$ cat src/rtl/alu_li_issue_queue_if.sv
// Handshake bundle between a producer, alu_li_issue_queue and the ALU_LI input side.
interface alu_li_issue_queue_if #(
    parameter int WIDTH = 32,
    parameter int DEPTH = 4,
    parameter int TAG_W = 8
);
    localparam int CW = $clog2(DEPTH) + 1;

    logic [WIDTH-1:0] a_in;
    logic [WIDTH-1:0] b_in;
    logic             op_in;
    logic             valid_in;
    logic             ready_out;
    logic [WIDTH-1:0] a_out;
    logic [WIDTH-1:0] b_out;
    logic             op_out;
    logic [TAG_W-1:0] tag_out;
    logic             valid_out;
    logic             ready_in;
    logic [CW-1:0]    count;

    modport slave (
        input  a_in, b_in, op_in, valid_in, ready_in,
        output ready_out, a_out, b_out, op_out, tag_out, valid_out, count
    );

    modport master (
        output a_in, b_in, op_in, valid_in, ready_in,
        input  ready_out, a_out, b_out, op_out, tag_out, valid_out, count
    );
endinterface

$ cat src/rtl/alu_li_issue_queue.sv
// Tagged in-order operand queue feeding ALU_LI; ALU_LI_ISSUE_Q_BYPASS_EN enables
// same-cycle pass-through of a transaction when the queue is empty.
module alu_li_issue_queue #(
    parameter int WIDTH = 32,
    parameter int DEPTH = 4,
    parameter int TAG_W = 8
) (
    input  logic                  clk,
    input  logic                  reset,
    alu_li_issue_queue_if.slave   q
);
    localparam int PW = $clog2(DEPTH);
    localparam int CW = PW + 1;
    localparam logic [CW-1:0]    FULL_CNT = CW'(DEPTH);
    localparam logic [CW-1:0]    ONE_CNT  = {{(CW-1){1'b0}}, 1'b1};
    localparam logic [PW-1:0]    ONE_PTR  = {{(PW-1){1'b0}}, 1'b1};
    localparam logic [TAG_W-1:0] ONE_TAG  = {{(TAG_W-1){1'b0}}, 1'b1};

    logic [WIDTH-1:0] mem_a_r   [DEPTH];
    logic [WIDTH-1:0] mem_b_r   [DEPTH];
    logic             mem_op_r  [DEPTH];
    logic [TAG_W-1:0] mem_tag_r [DEPTH];

    logic [PW-1:0]    rd_ptr_r;
    logic [PW-1:0]    wr_ptr_r;
    logic [CW-1:0]    count_r;
    logic [CW-1:0]    count_next_s;
    logic [TAG_W-1:0] tag_r;
    logic             ready_r;

    logic             push_s;
    logic             write_s;
    logic             pop_stored_s;
    logic             stored_valid_s;
    logic             valid_s;

    logic [WIDTH-1:0] head_a_s;
    logic [WIDTH-1:0] head_b_s;
    logic             head_op_s;
    logic [TAG_W-1:0] head_tag_s;

    assign push_s         = q.valid_in & ready_r;
    assign stored_valid_s = (count_r != {CW{1'b0}});
    assign pop_stored_s   = stored_valid_s & q.ready_in;

`ifdef ALU_LI_ISSUE_Q_BYPASS_EN
    // An empty queue offers the incoming transaction directly; if taken, nothing is stored.
    assign valid_s = stored_valid_s | push_s;
    assign write_s = push_s & ~(~stored_valid_s & q.ready_in);
`else
    assign valid_s = stored_valid_s;
    assign write_s = push_s;
`endif

    // Occupancy after this edge.
    always_comb begin
        count_next_s = count_r;
        if (write_s && !pop_stored_s) begin
            count_next_s = count_r + ONE_CNT;
        end else if (!write_s && pop_stored_s) begin
            count_next_s = count_r - ONE_CNT;
        end else begin
            count_next_s = count_r;
        end
    end

    // Pointers, occupancy, tag counter and the registered ready.
    always_ff @(posedge clk or posedge reset) begin
        if (reset) begin
            rd_ptr_r <= {PW{1'b0}};
            wr_ptr_r <= {PW{1'b0}};
            count_r  <= {CW{1'b0}};
            tag_r    <= {TAG_W{1'b0}};
            ready_r  <= 1'b0;
        end else begin
            if (write_s) begin
                wr_ptr_r <= wr_ptr_r + ONE_PTR;
            end
            if (pop_stored_s) begin
                rd_ptr_r <= rd_ptr_r + ONE_PTR;
            end
            if (push_s) begin
                tag_r <= tag_r + ONE_TAG;
            end
            count_r <= count_next_s;
            ready_r <= (count_next_s != FULL_CNT);
        end
    end

    // Entry storage; contents are meaningless until written, so no reset.
    always_ff @(posedge clk) begin
        if (write_s) begin
            mem_a_r[wr_ptr_r]   <= q.a_in;
            mem_b_r[wr_ptr_r]   <= q.b_in;
            mem_op_r[wr_ptr_r]  <= q.op_in;
            mem_tag_r[wr_ptr_r] <= tag_r;
        end
    end

    // Head selection, zeroed whenever nothing is offered downstream.
    always_comb begin
        head_a_s   = {WIDTH{1'b0}};
        head_b_s   = {WIDTH{1'b0}};
        head_op_s  = 1'b0;
        head_tag_s = {TAG_W{1'b0}};
        if (stored_valid_s) begin
            head_a_s   = mem_a_r[rd_ptr_r];
            head_b_s   = mem_b_r[rd_ptr_r];
            head_op_s  = mem_op_r[rd_ptr_r];
            head_tag_s = mem_tag_r[rd_ptr_r];
`ifdef ALU_LI_ISSUE_Q_BYPASS_EN
        end else if (valid_s) begin
            head_a_s   = q.a_in;
            head_b_s   = q.b_in;
            head_op_s  = q.op_in;
            head_tag_s = tag_r;
`endif
        end else begin
            head_a_s   = {WIDTH{1'b0}};
            head_b_s   = {WIDTH{1'b0}};
            head_op_s  = 1'b0;
            head_tag_s = {TAG_W{1'b0}};
        end
    end

    assign q.ready_out = ready_r;
    assign q.valid_out = valid_s;
    assign q.count     = count_r;
    assign q.a_out     = head_a_s;
    assign q.b_out     = head_b_s;
    assign q.op_out    = head_op_s;
    assign q.tag_out   = head_tag_s;
endmodule
$ cat src/flat_wrapper.sv
// flat-port wrapper written by rule: the top's interface ports become plain ports
module alu_li_issue_queue_flat 
#(
    parameter int WIDTH = 32,
    parameter int DEPTH = 4,
    parameter int TAG_W = 8
)
  (clk, reset, q_a_in, q_b_in, q_op_in, q_valid_in, q_ready_in, q_ready_out, q_a_out, q_b_out, q_op_out, q_tag_out, q_valid_out, q_count);
  alu_li_issue_queue_if #(.WIDTH(WIDTH), .DEPTH(DEPTH), .TAG_W(TAG_W)) q_i ();
  input  logic clk;
  input  logic reset;
  input wire logic [$bits(q_i.a_in)-1:0] q_a_in;
  input wire logic [$bits(q_i.b_in)-1:0] q_b_in;
  input wire logic [$bits(q_i.op_in)-1:0] q_op_in;
  input wire logic [$bits(q_i.valid_in)-1:0] q_valid_in;
  input wire logic [$bits(q_i.ready_in)-1:0] q_ready_in;
  output wire logic [$bits(q_i.ready_out)-1:0] q_ready_out;
  output wire logic [$bits(q_i.a_out)-1:0] q_a_out;
  output wire logic [$bits(q_i.b_out)-1:0] q_b_out;
  output wire logic [$bits(q_i.op_out)-1:0] q_op_out;
  output wire logic [$bits(q_i.tag_out)-1:0] q_tag_out;
  output wire logic [$bits(q_i.valid_out)-1:0] q_valid_out;
  output wire logic [$bits(q_i.count)-1:0] q_count;
  assign q_i.a_in = q_a_in;
  assign q_i.b_in = q_b_in;
  assign q_i.op_in = q_op_in;
  assign q_i.valid_in = q_valid_in;
  assign q_i.ready_in = q_ready_in;
  assign q_ready_out = q_i.ready_out;
  assign q_a_out = q_i.a_out;
  assign q_b_out = q_i.b_out;
  assign q_op_out = q_i.op_out;
  assign q_tag_out = q_i.tag_out;
  assign q_valid_out = q_i.valid_out;
  assign q_count = q_i.count;
  alu_li_issue_queue #(.WIDTH(WIDTH), .DEPTH(DEPTH), .TAG_W(TAG_W)) u_core (.clk(clk), .reset(reset), .q(q_i));
endmodule
$ cat config.mk
export PLATFORM = sky130hd
export DESIGN_NAME = alu_li_issue_queue_flat
export DESIGN_NICKNAME = d
export VERILOG_FILES = /design/src/rtl/alu_li_issue_queue_if.sv /design/src/rtl/alu_li_issue_queue.sv /design/src/flat_wrapper.sv
export SDC_FILE = /design/constraint.sdc
export NUM_CORES = 1
export LEC_CHECK = 0
export ABC_AREA = 1
export BUFFER_PORTS_ARGS = -buffer_cell sky130_fd_sc_hd__buf_2
export CAP_MARGIN = 20
export CORE_AREA = 5 5 181 183
export DETAILED_ROUTE_END_ITERATION = 7
export DIE_AREA = 0 0 186 188
export MAX_ROUTING_LAYER = met4
export SLEW_MARGIN = 10
export SYNTH_ARGS = -nofsm -noshare
export SYNTH_HDL_FRONTEND = slang
export SYNTH_SLANG_ARGS = --single-unit
$ cat constraint.sdc
create_clock -name clk -period 4.1 [get_ports clk]
set_input_delay 0.205 -clock clk [delete_from_list [all_inputs] [get_ports clk]]
set_output_delay 0.205 -clock clk [all_outputs]
set_load 0.02 [all_outputs]
-- Yosys cells after proc, flatten, opt, wreduce, memory -nomap -nowiden
Memory sizes are Yosys's and may differ from the RTL's.
Index checks and enable logic that the tools add are counted.
- equality and inequality tests: 1
- multiplexer cells: 8
- reductions and logical operators: 5
- bitwise gates (word level): 2
- $add $sub $neg: 5
- operators by type and width (kind ; count):
    $mux 32 ; 2
    $add 8x1->8 const B ; 1
    $mux 8 ; 1
    $mux 3 ; 2
    $add 2x1->2 const B ; 2
    $add 3x1->3 const B ; 1
    $mux 1 ; 3
    $ne 3x3->1 const B ; 1
    $reduce_bool 3->1 ; 1
    $sub 3x1->3 const B ; 1
    $and 1x1->1 ; 2
    $logic_and 1x1->1 ; 2
    $logic_not 1->1 ; 2
- register bits after elaboration: 16
- logic and storage cells: 30
- memories kept: 4
- input port bits: 69
- bits in writable memories: 292
- output and inout bits: 78
- memories (memory ; depth ; bits a word ; read ports ; clocked after Yosys merged registers in ; wr ports ; RTL line ; source):
    u_core.mem_a_r ; 4 ; 32 ; 1 ; 0 ; 1 ; alu_li_issue_queue.sv:19 ; logic [WIDTH-1:0] mem_a_r [DEPTH];
    u_core.mem_b_r ; 4 ; 32 ; 1 ; 0 ; 1 ; alu_li_issue_queue.sv:20 ; logic [WIDTH-1:0] mem_b_r [DEPTH];
    u_core.mem_tag_r ; 4 ; 8 ; 1 ; 0 ; 1 ; alu_li_issue_queue.sv:22 ; logic [TAG_W-1:0] mem_tag_r [DEPTH];
    u_core.mem_op_r ; 4 ; 1 ; 1 ; 0 ; 1 ; alu_li_issue_queue.sv:21 ; logic mem_op_r [DEPTH];

-- Logic depth before layout (Yosys ltp)
- depth in word-level cells: 6
- depth in mapped cells: 10
- mapped depth without buffers: 10

-- Worst setup path after synthesis
No wires, ideal clock.
- path kind: register to register
- from: register u_core.ready_r, in the netlist u_core.q.ready_out
- to: memory u_core.mem_a_r[0][0] (enable)
- required time: 3.595 ns
- clock period less this slack: 4.287 ns
- cell stages (with the launch flop): 4
- buffers on the path: 1
- arrival time: 3.782 ns
- library setup time: 0.505 ns
- setup slack: -0.187 ns
- path through: dfrtp_1 > nand2_1 > buf_6 > nor2_1
- cells in the longest elaborated chain, start to end: 3
- RTL lines (what ; RTL line ; source):
    start: declaration ; alu_li_issue_queue.sv:29 ; logic ready_r;
    start signal: assignment ; alu_li_issue_queue.sv:86 ; ready_r <= (count_next_s != FULL_CNT);
    $and 1x1->1 ; alu_li_issue_queue.sv:42 ; assign push_s = q.valid_in & ready_r;
    $mux 1 ; alu_li_issue_queue.sv:92 ; if (write_s) begin
    $mux 1 (implied by the code) ; alu_li_issue_queue.sv:93 ; mem_a_r[wr_ptr_r] <= q.a_in;
    end: declaration ; alu_li_issue_queue.sv:19 ;
Every way passes these cells.

-- Worst setup path after layout
- from: register u_core.count_r[0], in the netlist u_core.q.count[0]
- to: output q_a_out[0]
- cells in the longest elaborated chain, start to end: 2
- RTL lines (what ; RTL line ; source):
    start: declaration ; alu_li_issue_queue.sv:26 ; logic [CW-1:0] count_r;
    start signal: assignment ; alu_li_issue_queue.sv:72 ; count_r <= {CW{1'b0}};
    start signal: assignment ; alu_li_issue_queue.sv:85 ; count_r <= count_next_s;
    $reduce_bool 3->1 ; alu_li_issue_queue.sv:43 ; assign stored_valid_s = (count_r != {CW{1'b0}});
    $mux 32 ; alu_li_issue_queue.sv:106 ; if (stored_valid_s) begin
    end: declaration ; flat_wrapper.sv:18 ; output wire logic [$bits(q_i.a_out)-1:0] q_a_out;
Every way passes these cells.

==> run_results.csv <==
group,metric,value,unit
status,outcome,"finished clean",
die,fp.dieW,186,um
die,initial_core_util,39.03,%
die,rows,65,
logic_synthesis,syn_avg_cell_area,12.60,um^2
critical_path,worst_setup_path_start_kind,"register",
final_layout,final_cells,1594,
detailed_routing,ant_nets,0,
sta,maxSlewHeadroom,43.74,%
detailed_routing,wl,27990,um
detailed_routing,m1WireLength,12270,um
detailed_routing,wl_per_cell,17.56,um
logic_synthesis,yosys_warnings,0,
detailed_routing,drt_iter0_markers,556,
sta,setup_viol,0,
die,io_pins,147,
clocking,cts_resized,0,
critical_path,cpPeakStageDelay,0.58,ns
sta,post-route-period-util,68.29,%
global_routing,antenna_found_initial,1,
sta,worstMarginPinSlew,0.8439,ns
logic_synthesis,syn_inst,962,
clocking,hold_buffers,67,
placed_design,port_buffers,146,
die,die_y,188,um
logic_synthesis,yosysTopAreaCell,"edfxtp_1",
pwr,p_per_area,793.7,nW/um^2
sta,fin_skew,0.01190,ns
clocking,cts_buffers,31,
logic_synthesis,synth.area.top_cells,"edfxtp_1 (72%), nor2_1 (9.3%), o21ai_0 (5.8%), dfrtp_1 (3.3%), a21oi_1 (3.1%)",
pwr,peakVddDrop,0.0004448,V
global_routing,grt-ovfl-total,0,
critical_path,cp.arrival,2.60,ns
global_routing,grt_start_max_net_pins,148,
clocking,cts.clk_slew.worst_paths,0.06,ns
placed_design,place_congestion,0.6893,
global_routing,track_usage,16.02,%
placed_design,postPlaceCellArea,13310,um^2
detailed_routing,dr_wl_met3,1400,um
detailed_routing,vias,7812,
final_layout,nNetsFinal,1244,
detailed_routing,route.detailed.drc,0,
sta,hold_violations,0,
critical_path,crit_slowest_cell,"inv_2",
placed_design,dpl.cell_count,1469,
pwr,p_leak,5.441,nW
logic_synthesis,synth-seq-cells,308,
flow_run,maxCapViolCount,0,
detailed_routing,met2_length,13890,um
min_path,holdCritPathClass,"in -> async",
clocking,clockBufferDepth,3,
final_layout,post-route-cell-area,14970,um^2
final_layout,area_growth,23.50,%
clocking,cts_tree,"done",
clocking,cts_setup_buffers,0,
critical_path,critPathCaptureType,"primary output",
logic_synthesis,syn_nets,1039,
logic_synthesis,synth-seq-area-share,75.62,%
sta,tns,0,ns
die,core,31070,um^2
clocking,htree_levels,1,
final_layout,final_util,48.20,%
detailed_routing,routed.top_layer,"met4",
final_layout,drive_gt1_share,17.97,%
sta,fmax,357.1,MHz
detailed_routing,dr.pass1.iters,4,
critical_path,crit_chain,"inv_1 -> ha_1 -> nand2_2 -> inv_2 -> buf_12 -> a21oi_1 -> buf_2",
global_routing,grt_pass1_vias,7837,
clocking,cts_sinks,308,
critical_path,critPathRequiredTime,3.89,ns
critical_path,critical_path_class,"reg -> out",
sta,drv_slew,0,
logic_synthesis,synth_top_area_share,72.32,%
placed_design,dp_hpwl,15070,um
sta,grt_setup_unrepaired,"no",
logic_synthesis,yosysUniqueCellTypes,22,
sta,min_period,2.800,ns
clocking,clockRootBuffer,"clkbuf_16",
global_routing,grt_pass1_wl,43370,um
clocking,clk_latency,0.54,ns
logic_synthesis,netlist_area,12120,um^2
die,die_area,34970,um^2
critical_path,worstPathMaxFanout,42,
detailed_routing,viasPerCell,4.901,
## where the power goes
part	switching [mW]	internal (mW)	total [mW]
Combinational	3.28	1.39	4.67
Clock	1.11	1.62	2.73
Sequential	0.233	4.25	4.48
Total	4.62	7.26	11.9
## layer usage
| layer | up-vias | GRT usage (%) |
|---|---|---|
| met3 | 33 | 2.367 |
| met5 | - | - |
| met4 | 0 | 3.475 |
| met1 | 3788 | 21.06 |
| met2 | 199 | 26.61 |
| li1 | 3792 | - |
## registers in the layout, indices dropped and copies added (netlist names)
| name | count |
|---|---|
| u_core.q.ready_out | 1 |
| u_core.mem_b_r | 128 |
| u_core.q.count | 3 |
| u_core.rd_ptr_r | 2 |
| u_core.mem_op_r | 4 |
| u_core.wr_ptr_r | 2 |
| u_core.tag_r | 8 |
| u_core.mem_tag_r | 32 |
| u_core.mem_a_r | 128 |
## path summary, 6_finish.rpt
path | start | slack (ns) | cells past startpoint | endpoint
setup / recovery | u_core.q.count[0]$_DFF_PP0_ | 1.30 | 7 | q_a_out[0]
hold / removal | reset | 0.32 | 3 | u_core.wr_ptr_r[0]$_DFFE_PP0P_
setup reg to reg | u_core.q.ready_out$_DFF_PP0_ | 1.89 | 3 | u_core.mem_b_r[1][23]$_DFFE_PP_
hold reg to reg | u_core.tag_r[7]$_DFFE_PP0P_ | 0.56 | 0 | u_core.mem_tag_r[2][7]$_DFFE_PP_
max in group asynchronous | reset | 3.29 | 3 | u_core.rd_ptr_r[1]$_DFFE_PP0P_
min in group clk | q_b_in[17] | 0.42 | 2 | u_core.mem_b_r[0][17]$_DFFE_PP_
## critical path: cells and delay by family, from the launching register on
family / cells / cell delay [ns]
AOI/OAI and AO/OA: 1 / 0.13
adders and majority gates: 1 / 0.17
buffers and inverters: 4 / 1.19
and+or+nand+nor: 1 / 0.10
DFF: 1 / 0.40
## placed cells by master, fill, tap and decap left out, drive strengths merged, types with 2 or more instances in the layout
master | netlist | layout
o21ai | 147 | 147
nor3 | 2 | 2
edfxtp | 292 | 292
nand2 | 27 | 27
a21oi | 74 | 74
clkbuf | 22 | 41
inv | 23 | 23
buf | 33 | 160
clkinv | 0 | 12
ha | 8 | 8
xnor2 | 2 | 2
dlygate4sd3 | 0 | 67
dfrtp | 16 | 16
nor2 | 301 | 301
xor2 | 8 | 8
nand3 | 6 | 6
bufinv | 0 | 3
## Yosys cell counts (all sizes together)
master    n
nor3      2
nand2    27
nand3     6
clkbuf   22
xnor2     2
nor2    301
edfxtp  292
a21oi    74
ha        8
buf      33
xor2      8
inv      23
o21ai   147
nand4     1
dfrtp    16
## area by class of cell
type | count | area, um^2
antenna | 1 | 2.502
clock buffer | 41 | 843.3
clock inverter | 16 | 147.6
fill | 2801 | 16090
inverter | 23 | 88.84
multi-input combinational | 576 | 2618
sequential | 308 | 9176
tap | 402 | 503.0
timing repair buffer | 227 | 1594
## stage by stage
stage / hold WS, ns / total power, mW / setup slack (ns)
floorplan: 0.1187 / 7.619 / 1.058
global placement: 0.3237 / 9.195 / 1.861
detailed placement: 0.3367 / 9.265 / 1.820
CTS: 0.3198 / 12.07 / 1.250
global route: 0.3706 / 12.65 / 1.154
finish: 0.3234 / 11.88 / 1.300
## logic make-up (layout without fill, tap and decap cells)
logic type	count (synthesis)	in the layout	synth area share, %
other cells	0	1	0
compound gates	221	221	9.123
simple gates	337	337	10.67
buf+inv	78	307	3.034
xor+xnor	10	10	0.7224
flops	308	308	75.62
fa+ha+maj	8	8	0.8256
No activity file was read; power rests on OpenSTA's default activity.
